$ cat src/rtl/secure_strobe_pkg.sv
// Shared definitions for the strobe frame former and secure_router: word type codes,
// frame-former FSM encodings and the default unlock key.
package secure_strobe_pkg;

    localparam logic [1:0] TYP_HDR  = 2'b00;
    localparam logic [1:0] TYP_DATA = 2'b01;
    localparam logic [1:0] TYP_TAIL = 2'b10;
    localparam logic [1:0] TYP_CSUM = 2'b11;

    localparam logic [3:0] DEFAULT_KEY = 4'b1010;

    typedef enum logic [2:0] {
        ST_IDLE,
        ST_HDR,
        ST_DATA,
        ST_TAIL,
        ST_CSUM
    } state_t;

    function automatic logic [5:0] mk_word(input logic [1:0] typ, input logic [3:0] pay);
        return {typ, pay};
    endfunction

endpackage

$ cat src/rtl/strobe_frame_former_if.sv
// Nibble ingress handshake plus the strobed 6-bit frame word toward secure_router.
// master = upstream producer / observer side, slave = the frame former.
interface strobe_frame_former_if;

    logic [3:0] in_data;
    logic       in_valid;
    logic       in_last;
    logic       in_ready;
    logic [5:0] d_out;
    logic       out_strobe;

    modport master (
        output in_data, in_valid, in_last,
        input  in_ready, d_out, out_strobe
    );

    modport slave (
        input  in_data, in_valid, in_last,
        output in_ready, d_out, out_strobe
    );

endinterface

$ cat src/rtl/strobe_fifo.sv
// Purpose: DEPTH x WIDTH circular buffer of {last, nibble} entries with wrapping pointers.
// Latency: a pushed entry is visible at head one cycle later; head is combinational from storage.
// Backpressure: full blocks push (no overwrite); pop on empty is ignored; push+pop in one cycle allowed.
module strobe_fifo #(
    parameter int DEPTH = 4,
    parameter int WIDTH = 5
) (
    input  logic             clk,
    input  logic             rst,
    input  logic             push,
    input  logic [WIDTH-1:0] push_dat,
    input  logic             pop,
    output logic [WIDTH-1:0] head,
    output logic             full
);

    localparam int AW = $clog2(DEPTH);
    localparam logic [AW:0] CNT_FULL = (AW+1)'(DEPTH);
    localparam logic [AW:0] CNT_ZERO = '0;

    logic [WIDTH-1:0] mem [DEPTH];
    logic [AW-1:0]    wr_ptr;
    logic [AW-1:0]    rd_ptr;
    logic [AW:0]      count;
    logic             do_push;
    logic             do_pop;

    assign full    = (count == CNT_FULL);
    assign do_push = push && !full;
    assign do_pop  = pop && (count != CNT_ZERO);
    assign head    = mem[rd_ptr];

    always_ff @(posedge clk) begin
        if (do_push) begin
            mem[wr_ptr] <= push_dat;
        end
    end

    // DEPTH is a power of two, so pointer overflow is the wrap.
    always_ff @(posedge clk) begin
        if (rst) begin
            wr_ptr <= '0;
            rd_ptr <= '0;
            count  <= '0;
        end else begin
            if (do_push) begin
                wr_ptr <= wr_ptr + 1'b1;
            end
            if (do_pop) begin
                rd_ptr <= rd_ptr + 1'b1;
            end
            count <= count + (AW+1)'(do_push) - (AW+1)'(do_pop);
        end
    end

endmodule

$ cat src/rtl/strobe_frame_former.sv
// Purpose: buffer nibbles, emit HDR/DATA../TAIL words (plus CSUM when CHECKSUM_EN is defined).
// Latency: last nibble accepted at edge k -> HDR on d_out after k+1, first DATA after k+2.
// Backpressure: in_ready drops when the FIFO is full or rst is high; output side never stalls.
module strobe_frame_former
    import secure_strobe_pkg::*;
#(
    parameter int         DEPTH   = 4,
    parameter logic [3:0] KEY     = DEFAULT_KEY,
    parameter int         MAX_LEN = 4
) (
    input  logic                  clk,
    input  logic                  rst,
    strobe_frame_former_if.slave  bus
);

    localparam int          AW       = $clog2(DEPTH);
    localparam logic [3:0]  LEN_LAST = 4'(MAX_LEN - 1);
    localparam logic [AW:0] PEND_ONE = (AW+1)'(1);
    localparam logic [AW:0] PEND_NIL = '0;

    state_t      state;
    state_t      state_nxt;
    logic [5:0]  d_out_q;
    logic [5:0]  d_out_nxt;
    logic        strobe_q;
    logic        strobe_nxt;
    logic [3:0]  wr_len;
    logic [3:0]  rd_len;
    logic [3:0]  rd_len_nxt;
    logic        last_seen;
    logic        last_seen_nxt;
    logic [AW:0] pending;
    logic        full;
    logic        pop;
    logic        push;
    logic        push_last;
    logic        pop_last;
    logic [4:0]  head;
`ifdef CHECKSUM_EN
    logic [3:0]  csum;
    logic [3:0]  csum_nxt;
`endif

    assign bus.in_ready   = !full && !rst;
    assign push           = bus.in_valid && bus.in_ready;
    assign push_last      = bus.in_last || (wr_len == LEN_LAST);
    assign pop_last       = pop && head[4];
    assign bus.d_out      = d_out_q;
    assign bus.out_strobe = strobe_q;

    strobe_fifo #(
        .DEPTH (DEPTH),
        .WIDTH (5)
    ) u_fifo (
        .clk      (clk),
        .rst      (rst),
        .push     (push),
        .push_dat ({push_last, bus.in_data}),
        .pop      (pop),
        .head     (head),
        .full     (full)
    );

    always_ff @(posedge clk) begin
        if (rst) begin
            state     <= ST_IDLE;
            d_out_q   <= '0;
            strobe_q  <= 1'b0;
            rd_len    <= '0;
            last_seen <= 1'b0;
`ifdef CHECKSUM_EN
            csum      <= '0;
`endif
        end else begin
            state     <= state_nxt;
            d_out_q   <= d_out_nxt;
            strobe_q  <= strobe_nxt;
            rd_len    <= rd_len_nxt;
            last_seen <= last_seen_nxt;
`ifdef CHECKSUM_EN
            csum      <= csum_nxt;
`endif
        end
    end

    // A frame is started only once its last entry is buffered, so DATA pops never find the FIFO empty.
    always_comb begin
        state_nxt     = state;
        d_out_nxt     = d_out_q;
        strobe_nxt    = strobe_q;
        rd_len_nxt    = rd_len;
        last_seen_nxt = last_seen;
        pop           = 1'b0;
`ifdef CHECKSUM_EN
        csum_nxt      = csum;
`endif
        case (state)
            ST_IDLE: begin
                if (pending != PEND_NIL) begin
                    state_nxt  = ST_HDR;
                    d_out_nxt  = mk_word(TYP_HDR, KEY);
                    strobe_nxt = 1'b1;
                    rd_len_nxt = '0;
`ifdef CHECKSUM_EN
                    csum_nxt   = KEY;
`endif
                end
            end
            ST_HDR: begin
                pop           = 1'b1;
                state_nxt     = ST_DATA;
                d_out_nxt     = mk_word(TYP_DATA, head[3:0]);
                rd_len_nxt    = 4'd1;
                last_seen_nxt = head[4];
`ifdef CHECKSUM_EN
                csum_nxt      = csum ^ head[3:0];
`endif
            end
            ST_DATA: begin
                if (!last_seen) begin
                    pop           = 1'b1;
                    d_out_nxt     = mk_word(TYP_DATA, head[3:0]);
                    rd_len_nxt    = rd_len + 4'd1;
                    last_seen_nxt = head[4];
`ifdef CHECKSUM_EN
                    csum_nxt      = csum ^ head[3:0];
`endif
                end else begin
                    state_nxt = ST_TAIL;
                    d_out_nxt = mk_word(TYP_TAIL, rd_len);
                end
            end
            ST_TAIL: begin
`ifdef CHECKSUM_EN
                state_nxt  = ST_CSUM;
                d_out_nxt  = mk_word(TYP_CSUM, csum);
`else
                state_nxt  = ST_IDLE;
                d_out_nxt  = '0;
                strobe_nxt = 1'b0;
`endif
            end
            default: begin
                state_nxt  = ST_IDLE;
                d_out_nxt  = '0;
                strobe_nxt = 1'b0;
            end
        endcase
    end

    // wr_len tracks the frame being written; pending counts complete frames still buffered.
    always_ff @(posedge clk) begin
        if (rst) begin
            wr_len  <= '0;
            pending <= '0;
        end else begin
            if (push) begin
                wr_len <= push_last ? 4'd0 : wr_len + 4'd1;
            end
            if (push && push_last && !pop_last) begin
                pending <= pending + PEND_ONE;
            end else if (pop_last && !(push && push_last)) begin
                pending <= pending - PEND_ONE;
            end
        end
    end

endmodule

$ cat src/flat_wrapper.sv
// flat-port wrapper written by rule: the top's interface ports become plain ports
module strobe_frame_former_flat import secure_strobe_pkg::*;
#(
    parameter int         DEPTH   = 4,
    parameter logic [3:0] KEY     = DEFAULT_KEY,
    parameter int         MAX_LEN = 4
)
  (clk, rst, bus_in_data, bus_in_valid, bus_in_last, bus_in_ready, bus_d_out, bus_out_strobe);
  strobe_frame_former_if bus_i ();
  input  logic clk;
  input  logic rst;
  input wire logic [$bits(bus_i.in_data)-1:0] bus_in_data;
  input wire logic [$bits(bus_i.in_valid)-1:0] bus_in_valid;
  input wire logic [$bits(bus_i.in_last)-1:0] bus_in_last;
  output wire logic [$bits(bus_i.in_ready)-1:0] bus_in_ready;
  output wire logic [$bits(bus_i.d_out)-1:0] bus_d_out;
  output wire logic [$bits(bus_i.out_strobe)-1:0] bus_out_strobe;
  assign bus_i.in_data = bus_in_data;
  assign bus_i.in_valid = bus_in_valid;
  assign bus_i.in_last = bus_in_last;
  assign bus_in_ready = bus_i.in_ready;
  assign bus_d_out = bus_i.d_out;
  assign bus_out_strobe = bus_i.out_strobe;
  strobe_frame_former #(.DEPTH(DEPTH), .KEY(KEY), .MAX_LEN(MAX_LEN)) u_core (.clk(clk), .rst(rst), .bus(bus_i));
endmodule
$ cat config.mk
export PLATFORM = sky130hd
export DESIGN_NAME = strobe_frame_former_flat
export DESIGN_NICKNAME = d
export VERILOG_FILES = /design/src/rtl/secure_strobe_pkg.sv /design/src/rtl/strobe_frame_former_if.sv /design/src/rtl/strobe_fifo.sv /design/src/rtl/strobe_frame_former.sv /design/src/flat_wrapper.sv
export SDC_FILE = /design/constraint.sdc
export NUM_CORES = 1
export LEC_CHECK = 0
export BUFFER_PORTS_ARGS = -buffer_cell sky130_fd_sc_hd__buf_2
export CORE_MARGIN = 10
export CORE_UTILIZATION = 59
export DETAILED_ROUTE_END_ITERATION = 6
export PLACE_DENSITY = 0.74
export RECOVER_POWER = 25
export SYNTH_ARGS = -nofsm -noshare
export SYNTH_HDL_FRONTEND = slang
export SYNTH_HIERARCHICAL = 1
export SYNTH_SLANG_ARGS = --single-unit
$ cat constraint.sdc
create_clock -name clk -period 3.3 [get_ports clk]
set_clock_uncertainty 0.2 [all_clocks]
set_input_delay 0.165 -clock clk [delete_from_list [all_inputs] [get_ports clk]]
set_output_delay 0.165 -clock clk [all_outputs]
set_load 0.02 [all_outputs]
# After elaboration in Yosys (flattened, before gate mapping)
# Memories as Yosys holds them, arrays and structs flattened. A register that Yosys moved wholly into a read port is not among the register bits.
# Index checks and enable logic that the tools add are counted.
# Widths: inputs -> output; s select.
[op_classes] n_addsub=8 reduce_logical=23 n_mux=22 n_bitwise=1 n_eq_ne=7
[ops] op="$pmux 6 s3" n=1
[ops] op="$mux 3" n=4
[ops] op="$mux 4" n=3
[ops] op="$mux 6" n=2
[ops] op="$pmux 4 s3" n=1
[ops] op="$pmux 3 s3" n=1
[ops] op="$reduce_bool 3->1" n=3
[ops] op="$add 4x1->4 const B" n=2
[ops] op="$logic_and 1x1->1" n=8
[ops] op="$pmux 1 s2" n=3
[ops] op="$mux 1" n=5
[ops] op="$add 2x1->2 const B" n=2
[ops] op="$eq 4x2->1 const B" n=1
[ops] op="$logic_not 1->1" n=4
[ops] op="$mux 2" n=2
[ops] op="$ne 2x1->1 const B" n=2
[ops] op="$reduce_and 2->1" n=2
[ops] op="$reduce_bool 2->1" n=2
[ops] op="$add 3x1->3" n=1
[ops] op="$add 3x1->3 const B" n=1
[ops] op="$eq 3x1->1 const B" n=1
[ops] op="$eq 3x2->1 const B" n=1
[ops] op="$eq 3x3->1 const B" n=1
[ops] op="$logic_not 3->1" n=1
[ops] op="7 further kinds" n=7
[totals] register_bits=29 word_cells=72 input_bits=8 mem_count=1 ram_bits=20
[mem_list] memory="u_core.u_fifo.mem" words=4 width=5 rd=1 rd_clocked_by_memory_dff=1 write_ports=1 line_no="strobe_fifo.sv:21" text="logic [WIDTH-1:0] mem [DEPTH];"

# Longest topological paths before layout
# Gate-level depths: netlist of run 1.
[depth] depth_word=9 ltp_mapped=15

# By module
# Netlist of run 1, hierarchy kept.
[by_module_without_submodules] module="strobe_fifo" seq_area_each_um2=780.7 cells_per_inst=74 n_inst=1 area_each_um2=1191.1
[by_module_without_submodules] module="strobe_frame_former" seq_area_each_um2=420.4 cells_per_inst=130 n_inst=1 area_each_um2=1134.8

# Worst setup path after synthesis of run 1
# OpenSTA, ideal clock, no wires.
[synth_timing] path_kind="reg-to-reg" startpoint="reg u_core.state[0]" endpoint="reg u_core.u_fifo.count[2]" setup_ns=0.078 period_less_slack_ns=3.004 path_buffers=1 arrival_time_ns=2.726 setup_slack_ns=0.296 path_stages_with_launch=16 cell_sequence="dfxtp_1 -> inv_1 -> ha_1 -> nor2b_4 -> or2_2 -> buf_2 -> and2_1 -> o31a_2 -> ha_1 -> inv_1 -> ha_1 -> inv_1 -> fa_1 -> xor2_1 -> and2_1 -> nor3_1"
[synth_via] elab_chain_len=4
[synth_lines] element="start: declaration" line_no="strobe_frame_former.sv:21" text="state_t state;"
[synth_lines] element="start signal: assignment" line_no="strobe_frame_former.sv:75" text="state <= state_nxt;"
[synth_lines] element="$eq 3x2->1 or $eq 3x1->1 (tied branches)" line_no="strobe_frame_former.sv:97" text="case (state)"
[synth_lines] element="$pmux 1 s2 *" line_no="strobe_frame_former.sv:97"
[synth_lines] element="named net u_core.pop" line_no="strobe_frame_former.sv:34" text="logic pop;"
[synth_lines] element="$logic_and 1x1->1 *" line_no="strobe_fifo.sv:30" text="assign do_pop = pop && (count != CNT_ZERO);"
[synth_lines] element="named net u_core.u_fifo.do_pop" line_no="strobe_fifo.sv:26" text="logic do_pop;"
[synth_lines] element="$sub 3x1->3 *" line_no="strobe_fifo.sv:52" text="count <= count + (AW+1)'(do_push) - (AW+1)'(do_pop);"
[synth_lines] element="end signal: assignment" line_no="strobe_fifo.sv:52"
[synth_lines] element="end: declaration" line_no="strobe_fifo.sv:24" text="logic [AW:0] count;"
# The timed path passes the listed nets; every way through them passes the cells marked *.
# A chain may end at the register's enable or synchronous reset.

# Worst setup path in the final report of run 1
# Ends and elaborated chain as after synthesis.

==> results.ini, run 1 <==
[logic_synthesis]
syn_avg_cell_area_sq_um = 11.4
syn_area_sq_um = 2330
yosysWarnings = 6
netlist_instances = 204
synth.distinct_cells = 47
postSynth.asyncResetShare_pct = 0
synth.yosys.seq_area_share_pct = 51.6
synth.net_count = 227
ys.flop_type = dfxtp_1
synth-seq-cells = 50
synth_edf_count = 20

[sta]
final-hold-violation-count = 0
fin_setup_tns_ps = 0
min_period_ps = 3050
tightest_slew_ps = 855
period_share_pct = 92.3
relSlewSlack_pct = 42.8
rsz0062_at_grt = false
max_freq_mhz = 328
hold-worst-slack_ps = 44.9
finalSetupViolCount = 0
slew_viol_final = 0

[setup_path]
cp_slowest_stage_delay_ps = 370
path_cells = inv_1 > ha_2 > nor2b_4 > or2_2 > and2_1 > o31a_2 > ha_1 > inv_1 > ha_1 > inv_1 > fa_1 > xor2_1 > and2_1 > nor3_1
crit_arrival_ps = 3080
critPathRequiredTime_ps = 3330
cp_max_fo = 8
path_class = reg2reg
r2r_slack_ps = 250
critical_path.slowest_cell = fa_1
critPathLaunchType = flop
cp_top_family = adder cells
path_common_cell = inv_1
critical_path_buf_inv_count = 3
worstSetupEndpointType = flop

[floorplanning]
die_h_um = 82.8
die_x_um = 82.8
fp.coreArea_sq_um = 3740
num_rows = 22
start_util_pct = 62.1
design.die.area_sq_um = 6850
ios = 16

[run_status]
outcome = completed

[cells_and_area]
area_growth_pct = 10.3
fillers = 300
drive_above_1_share_pct = 15.6
utilization_pct = 68.5
layout.nets = 246
diodes = 0

[flow_run]
drv_cap = 0

[routing]
drc_errors = 0
ant_nets = 0
drt-initial-drc-count = 150
drt_pass1_iterations = 4
via_count = 1542
wl_per_cell_um = 15.2
via_per_inst = 5.67
routed_wirelength_mm = 4.15

[placement]
portBuffers = 15
hpwl_mm = 3.03
place.gp.congestion = 0.862

[grt]
grt_pass1_wl_mm = 6.98
grt_overflow = 0
grt_pass1_vias = 1513
grt_antenna_before_repair = 0
grt_max_degree = 34
grt_usage_pct = 13.2

[pwr]
power_density_nw_per_um2 = 708
pwr-share-seq_pct = 44.2
vdd_drop_max_uv = 380
comb_power_share_pct = 32.3
power_leakage_nw = 0.975
p_switching_mw = 0.630
pwr-share-clk_pct = 23.5
p_sw_share_pct = 34.7
p_int_mw = 1.19

[cts]
clockBufferDepth = 2
insertion_delay_ps = 300
cts_root_buf = clkbuf_8
cts_sinks = 50
cts_buffers = 5
cts_tree = built
clk_pin_slew_ps = 90
htree_levels = 2

[hold_path]
min_path_type = in2reg

repair_timing:
item | CTS | global route
gates resized for setup | 0 | 2
endpoints found under the hold margin | 16 | 0
endpoints found under the setup margin | 0 | 1
setup buffers | 0 | 0
hold buffers | 4 | 0
layer usage:
layer	global-route usage, %	part of all wire (%)	up-vias
met5	0	0	-
met4	6.52	2.0	0
met3	3.66	6.2	8
met2	21.8	48	43
met1	15.5	43	729
li1	-	-	762
cells in the final DEF (no fill, tap or decap), types with 4 or more instances in the layout:
| cell type | Yosys | final |
|---|---|---|
| nand3b_1 | 4 | 4 |
| xor2_1 | 4 | 4 |
| nand3_1 | 5 | 5 |
| a21oi_1 | 14 | 14 |
| dlygate4sd3_1 | 0 | 4 |
| and2_1 | 7 | 7 |
| inv_1 | 12 | 12 |
| edfxtp_1 | 20 | 20 |
| clkbuf_8 | 0 | 5 |
| clkbuf_1 | 3 | 7 |
| buf_2 | 2 | 8 |
| nand2_1 | 6 | 6 |
| dfxtp_1 | 30 | 29 |
| mux4_2 | 5 | 5 |
| nor2b_1 | 5 | 5 |
| nor2_1 | 18 | 18 |
| ha_1 | 13 | 12 |
| o21ai_0 | 8 | 8 |
| nor3_1 | 4 | 4 |
per-stage QoR:
step           instance area [sq um]  setup WS, ps  std cells  power [mW]
4_1_cts                         2570           143        272        1.83
5_1_grt                         2570          22.5        272        1.94
3_5_place_dp                    2420           166        260        1.39
6_report                        2570           253        272        1.82
2_1_floorplan                   2330           296        204        1.27
3_3_place_gp                    2420           310        260        1.36
layout make-up:
type / instances / area [sq um] / share of cell area (%)
clock buffers: 5 / 68.8 / 2.68
clock inverters: 3 / 45.0 / 1.76
inverters: 13 / 48.8 / 1.90
multi-input cells: 133 / 1030 / 40.0
flip-flops and latches: 50 / 1200 / 46.9
well taps: 48 / 60.1 / 2.34
repair buffers: 20 / 114 / 4.44
path summary, 6_finish.rpt:
path                              start                      to  cells past startpoint
setup reg to reg        u_core/state[0]  u_core/u_fifo/count[2]                     14
hold / removal              bus_in_last        u_core/wr_len[1]                      4
setup / recovery        u_core/state[0]  u_core/u_fifo/count[2]                     14
hold reg to reg   u_core/bus.out_strobe   u_core/bus.out_strobe                      2
cells by family after synthesis:
kind of cell,count (synthesis),share of synthesized area [%]
mux,7,5.70
compound gates,36,9.58
xor+xnor,5,1.88
flops,50,51.6
buf+inv,21,4.30
fa+ha+maj,15,8.71
simple gates,70,18.2
power groups by stage:
stage / combinational, mW / clock (mW) / sequential, mW
after global placement: 0.551 / 0 / 0.807
after detailed placement: 0.576 / 0 / 0.816
after floorplan: 0.447 / 0 / 0.824
final: 0.587 / 0.427 / 0.802
after global routing: 0.652 / 0.469 / 0.815
after CTS: 0.585 / 0.442 / 0.802
synth_stat cells (all sizes together), types with 2 or more instances:
| master | number | share of area, % |
|---|---|---|
| or3 | 4 | 1.1 |
| o21ai | 8 | 1.7 |
| inv | 13 | 2.1 |
| clkbuf | 3 | 0.48 |
| buf | 5 | 1.7 |
| o22ai | 2 | 0.54 |
| nor2b | 6 | 1.9 |
| a22o | 2 | 0.75 |
| edfxtp | 20 | 26 |
| mux2i | 2 | 0.86 |
| nor4b | 3 | 1.8 |
| nor3b | 3 | 1.2 |
| nand3b | 4 | 1.3 |
| ha | 13 | 7.0 |
| o41ai | 2 | 0.75 |
| nand2 | 6 | 0.97 |
| nand2b | 3 | 0.81 |
| a21oi | 14 | 3.0 |
| and2 | 7 | 1.9 |
| nand3 | 5 | 1.1 |
| a221oi | 2 | 0.75 |
| xor2 | 4 | 1.5 |
| fa | 2 | 1.7 |
| nor2 | 20 | 3.4 |
| mux4 | 5 | 4.8 |
| dfxtp | 30 | 26 |
| nor3 | 5 | 1.3 |
flip-flops by register name (all words and copies together), names as in the netlist, named ones only:
| name | count |
|---|---|
| u_core/u_fifo/count | 3 |
| u_core/pending | 3 |
| u_core/u_fifo/wr_ptr | 2 |
| u_core/u_fifo/rd_ptr | 2 |
| u_core/bus.d_out | 6 |
| u_core/wr_len | 4 |
| u_core/last_seen | 1 |
| u_core/rd_len | 4 |
| u_core/bus.out_strobe | 1 |
| u_core/state | 2 |
| u_core/u_fifo/mem | 20 |
worst reg2reg max path, delay by kind of cell, from the launching register on:
family	cells	cell delay [ps]
xor gates and xnor gates	1	160
DFF	1	360
buffers and inverters	3	180
AOI/OAI and AO/OA	1	140
and+or+nand+nor	5	960
adders and majority gates	4	1000
Note: power is estimated with default switching activity, not from simulation.
==> run 2: changes to the inputs <==
Settings changed: MAX_ROUTING_LAYER set to met4.
==> run 2 against run 1 <==
Compared with the run above: critical path type unchanged; first-iteration DRC count is 6.7% lower; routed wire length rose by 1.1%; total power is essentially flat; final cell count is the same; sequential power is essentially flat; highest routed layer unchanged; critical endpoint unchanged; hold slack better by 2.2 ps; via count decreased by 0.32%; design area unchanged; sequential cell count unchanged.
==> results.ini, run 2 (same netlist as run 1, synthesis figures left out) <==
[run_status]
outcome = completed

[placement]
hpwl_mm = 3.03
place_ws_ps = 166
portBuffers = 15
placed_cells = 260
place.gp.congestion = 0.876
dpl_cell_area_sq_um = 2420

[setup_path]
path_class = reg2reg
path_cells = inv_1 > ha_2 > nor2b_4 > or2_2 > and2_1 > o31a_2 > ha_1 > inv_1 > ha_1 > inv_1 > fa_1 > xor2_1 > and2_1 > nor3_1
critical_path_buf_inv_count = 3
path_depth = 14
worstSetupEndpointType = flop
cp_top_family = adder cells
reg2reg_depth = 14
critPathLaunchType = flop
path_common_cell = inv_1
r2r_slack_ps = 250
critical_path.slowest_cell = fa_1
cp_slowest_stage_delay_ps = 370
critPathRequiredTime_ps = 3330
cp_max_fo = 8
crit_arrival_ps = 3080

[pwr]
p_sw_share_pct = 34.7
pwr-share-clk_pct = 23.5
comb_power_share_pct = 32.3
p_switching_mw = 0.631
pwr-share-seq_pct = 44.2
p_int_mw = 1.19
finalPower_mw = 1.82
power_density_nw_per_um2 = 708
vdd_drop_max_uv = 380
power_leakage_nw = 0.975

[grt]
grt_usage_pct = 13.6
grt_pass1_wl_mm = 6.98
grt_pass1_vias = 1512
grt_antenna_before_repair = 0
grt_overflow = 0
grt_max_degree = 34

[cts]
cts_sinks = 50
clockBufferDepth = 2
cts_buffers = 5
cts_tree = built
htree_levels = 2
cts_root_buf = clkbuf_8
insertion_delay_ps = 300
clk_pin_slew_ps = 90
cts_setup_buffers = 0

[cells_and_area]
multiInputGateArea_sq_um = 1030
drive_above_1_share_pct = 15.6
diodes = 0
largest_reg_flops = 20
final_common_cell = dfxtp_1
fillers = 300
area_growth_pct = 10.3
stdcell_area_sq_um = 2570
mostFrequentLayoutCells = dfxtp_1 (29), edfxtp_1 (20), nor2_1 (18)
regArea_sq_um = 1200
largest-register = u_core/u_fifo/mem
layout.nets = 246
layoutNonFillerInstCount = 272

[routing]
drc_errors = 0
drt-initial-drc-count = 140
wl_per_cell_um = 15.4
drt_pass1_iterations = 4
via_per_inst = 5.65
ant_nets = 0
routed_wirelength_mm = 4.19
via_count = 1537

[floorplanning]
start_util_pct = 62.1
ios = 16
die_h_um = 82.8
fp.coreArea_sq_um = 3740
design.die.area_sq_um = 6850
num_rows = 22
die_x_um = 82.8

[sta]
final-hold-violation-count = 0
fin_ws_ps = 250
rsz0062_at_grt = false
period_share_pct = 92.4
tightest_slew_ps = 860
finalSetupViolCount = 0
max_freq_mhz = 328
min_period_ps = 3050
fin_setup_tns_ps = 0
slew_viol_final = 0
relSlewSlack_pct = 42.4

[flow_run]
drv_cap = 0

[hold_path]
min_path_type = in2reg
hold_depth = 4

run 2: cell counts in the layout (fill, tap and decap cells not counted):
Identical to the previous run, type by type.
run 2: path summary, 6_finish.rpt:
kind                         startpoint                     end
setup / recovery        u_core/state[0]  u_core/u_fifo/count[2]
hold reg to reg   u_core/bus.out_strobe   u_core/bus.out_strobe
setup reg to reg        u_core/state[0]  u_core/u_fifo/count[2]
hold / removal              bus_in_last        u_core/wr_len[1]
run 2: timing repair:
action	4_1_cts	5_1_grt
endpoints found under the hold margin	16	0
setup endpoints to repair	0	1
gates resized for setup	0	2
hold buffers	4	0
run 2: metrics by stage:
step / util, % / hold WS, ps
3_5_place_dp: 64.6 / 183
6_report: 68.5 / 47.1
3_3_place_gp: 64.6 / 174
5_1_grt: 68.5 / 75.4
4_1_cts: 68.7 / 32.1
2_1_floorplan: - / 63.9
run 2: layout make-up:
| class | count | share of cell area, % |
|---|---|---|
| clock inverter | 3 | 1.76 |
| clock buffer | 5 | 2.68 |
| multi-input combinational | 133 | 40.0 |
| sequential | 50 | 46.9 |
| timing repair buffer | 20 | 4.44 |
| tap | 48 | 2.34 |
| inverter | 13 | 1.90 |
run 2: worst min-delay path, stage by stage:
cell and delay [ps]:
buf_2 110, nor2_1 90, nand3_1 90, nand2_1 50
run 2: power groups by stage:
stage | logic [mW] | registers [mW] | clock network [mW]
finish | 0.588 | 0.803 | 0.427
floorplan | 0.447 | 0.824 | 0
detailed placement | 0.576 | 0.816 | 0
global placement | 0.551 | 0.807 | 0
global route | 0.652 | 0.815 | 0.468
CTS | 0.585 | 0.802 | 0.442
run 2: metal layers:
layer	wire [um]	vias up	GRT usage, %
li1	-	766	-
met1	1880	723	15.5
met2	2050	42	21.9
met3	214	6	3.56
met4	56	0	6.52
met5	0	-	-
==> run 3: changes to the inputs <==
Settings changed: CELL_PAD_IN_SITES_DETAIL_PLACEMENT set to 0, CELL_PAD_IN_SITES_GLOBAL_PLACEMENT set to 1, CORE_UTILIZATION 59 to 48.
==> run 3 against run 2 <==
Compared with the run above: maximum frequency is 1.8% lower; global-route usage is 1.5 points lower; register-to-register slack worse by 60 ps; final cell count up 7.4%; routed wire length increased by 3.0%; setup slack worse by 57 ps.
==> results.ini, run 3 (same netlist as run 1, synthesis figures left out) <==
[run_status]
outcome = completed

[floorplanning]
die_h_um = 89.6
num_rows = 25
start_util_pct = 49.2
ios = 16
die_x_um = 89.6
design.die.area_sq_um = 8030
fp.coreArea_sq_um = 4720

[routing]
drt-initial-drc-count = 64
via_count = 1549
ant_nets = 0
via_per_inst = 5.30
drc_errors = 0
wl_per_cell_um = 14.8
routed_wirelength_mm = 4.32
drt_pass1_iterations = 4

[sta]
finalSetupViolCount = 0
fin_setup_tns_ps = 0
max_freq_mhz = 322
min_period_ps = 3110
relSlewSlack_pct = 73.3
period_share_pct = 94.2
slew_viol_final = 0
rsz0062_at_grt = false
tightest_slew_ps = 398
final-hold-violation-count = 0

[cts]
cts_setup_buffers = 0
clk_pin_slew_ps = 90
cts_buffers = 5
cts_root_buf = clkbuf_8
cts_tree = built
clockBufferDepth = 2
htree_levels = 2
insertion_delay_ps = 300
cts_sinks = 50

[flow_run]
drv_cap = 0

[cells_and_area]
layout.nets = 247
final_common_cell = dfxtp_1
mostFrequentLayoutCells = dfxtp_1 (30), edfxtp_1 (20), nor2_1 (18)
fillers = 418
stdcell_area_sq_um = 2580
area_growth_pct = 10.8
drive_above_1_share_pct = 15.6
largest-register = u_core/u_fifo/mem
diodes = 0
largest_reg_flops = 20

[grt]
grt_pass1_wl_mm = 7.31
grt_pass1_vias = 1530
grt_overflow = 0
grt_antenna_before_repair = 0
grt_max_degree = 34
grt_usage_pct = 12.1

[pwr]
power_density_nw_per_um2 = 692
finalPower_mw = 1.78
power_leakage_nw = 0.979
vdd_drop_max_uv = 288

[setup_path]
path_class = reg2reg
cp_max_fo = 8
critPathLaunchType = flop
crit_arrival_ps = 3130
worstSetupEndpointType = flop
critPathRequiredTime_ps = 3320

[placement]
place.gp.congestion = 0.792
portBuffers = 15
hpwl_mm = 3.20
dpl_cell_area_sq_um = 2450

[hold_path]
min_path_type = in2reg

-- run 3: layout make-up --
class | instances | area, sq um | share of cell area (%)
Clock buffer | 5 | 68.8 | 2.67
Clock inverter | 3 | 26.3 | 1.02
Inverter | 13 | 48.8 | 1.89
Multi-Input combinational cell | 133 | 1030 | 39.9
Sequential cell | 50 | 1200 | 46.6
Tap cell | 67 | 83.8 | 3.25
Timing Repair Buffer | 21 | 121 | 4.71
-- run 3: timing repair --
| action | CTS | global route |
|---|---|---|
| setup endpoints to repair | 0 | 1 |
| endpoints found under the hold margin | 16 | 0 |
| hold buffers | 4 | 0 |
| gates resized for setup | 0 | 1 |
-- run 3: metrics by stage --
step	std cells	setup slack [ps]	hold WS [ps]	utilization, %
global route	292	2.16	48.1	54.6
detailed placement	280	156	179	51.8
floorplan	204	296	63.9	-
CTS	292	115	11.0	54.7
finish	292	193	30.0	54.6
global placement	280	292	175	51.8
-- run 3: worst paths after layout --
| kind | from | endpoint | slack [ps] | depth (start not counted) |
|---|---|---|---|---|
| worst max-delay path | u_core/state[0] | u_core/u_fifo/count[2] | 190 | 14 |
| worst min-delay path | bus_in_last | u_core/wr_len[1] | 30 | 4 |
| worst max register to register | u_core/state[0] | u_core/u_fifo/count[2] | 190 | 14 |
| worst min register to register | u_core/bus.d_out[3] | u_core/bus.d_out[3] | 310 | 2 |
-- run 3: routing by layer --
layer / track usage, % / vias up / share of wire, %
met3: 2.98 / 2 / 3.6
met1: 13.1 / 757 / 44
met2: 21.5 / 21 / 52
met4: 3.47 / 0 / 0.53
li1: - / 769 / -
met5: - / - / 0
-- run 3: report_power, final --
part	total [mW]	switching [mW]	internal (mW)
clock	0.372	0.215	0.156
combinational	0.613	0.367	0.245
sequential	0.800	0.0745	0.726
total	1.78	0.657	1.13
-- run 3: critical path, stage by stage (launching register included) --
cell and delay [ps]:
dfxtp_1 390, inv_1 90, ha_2 230, nor2b_4 140, or2_2 340, and2_1 200, o31a_2 130, ha_1 270
inv_1 50, ha_1 130, inv_1 50, fa_1 370, xor2_1 160, and2_1 160, nor3_1 130
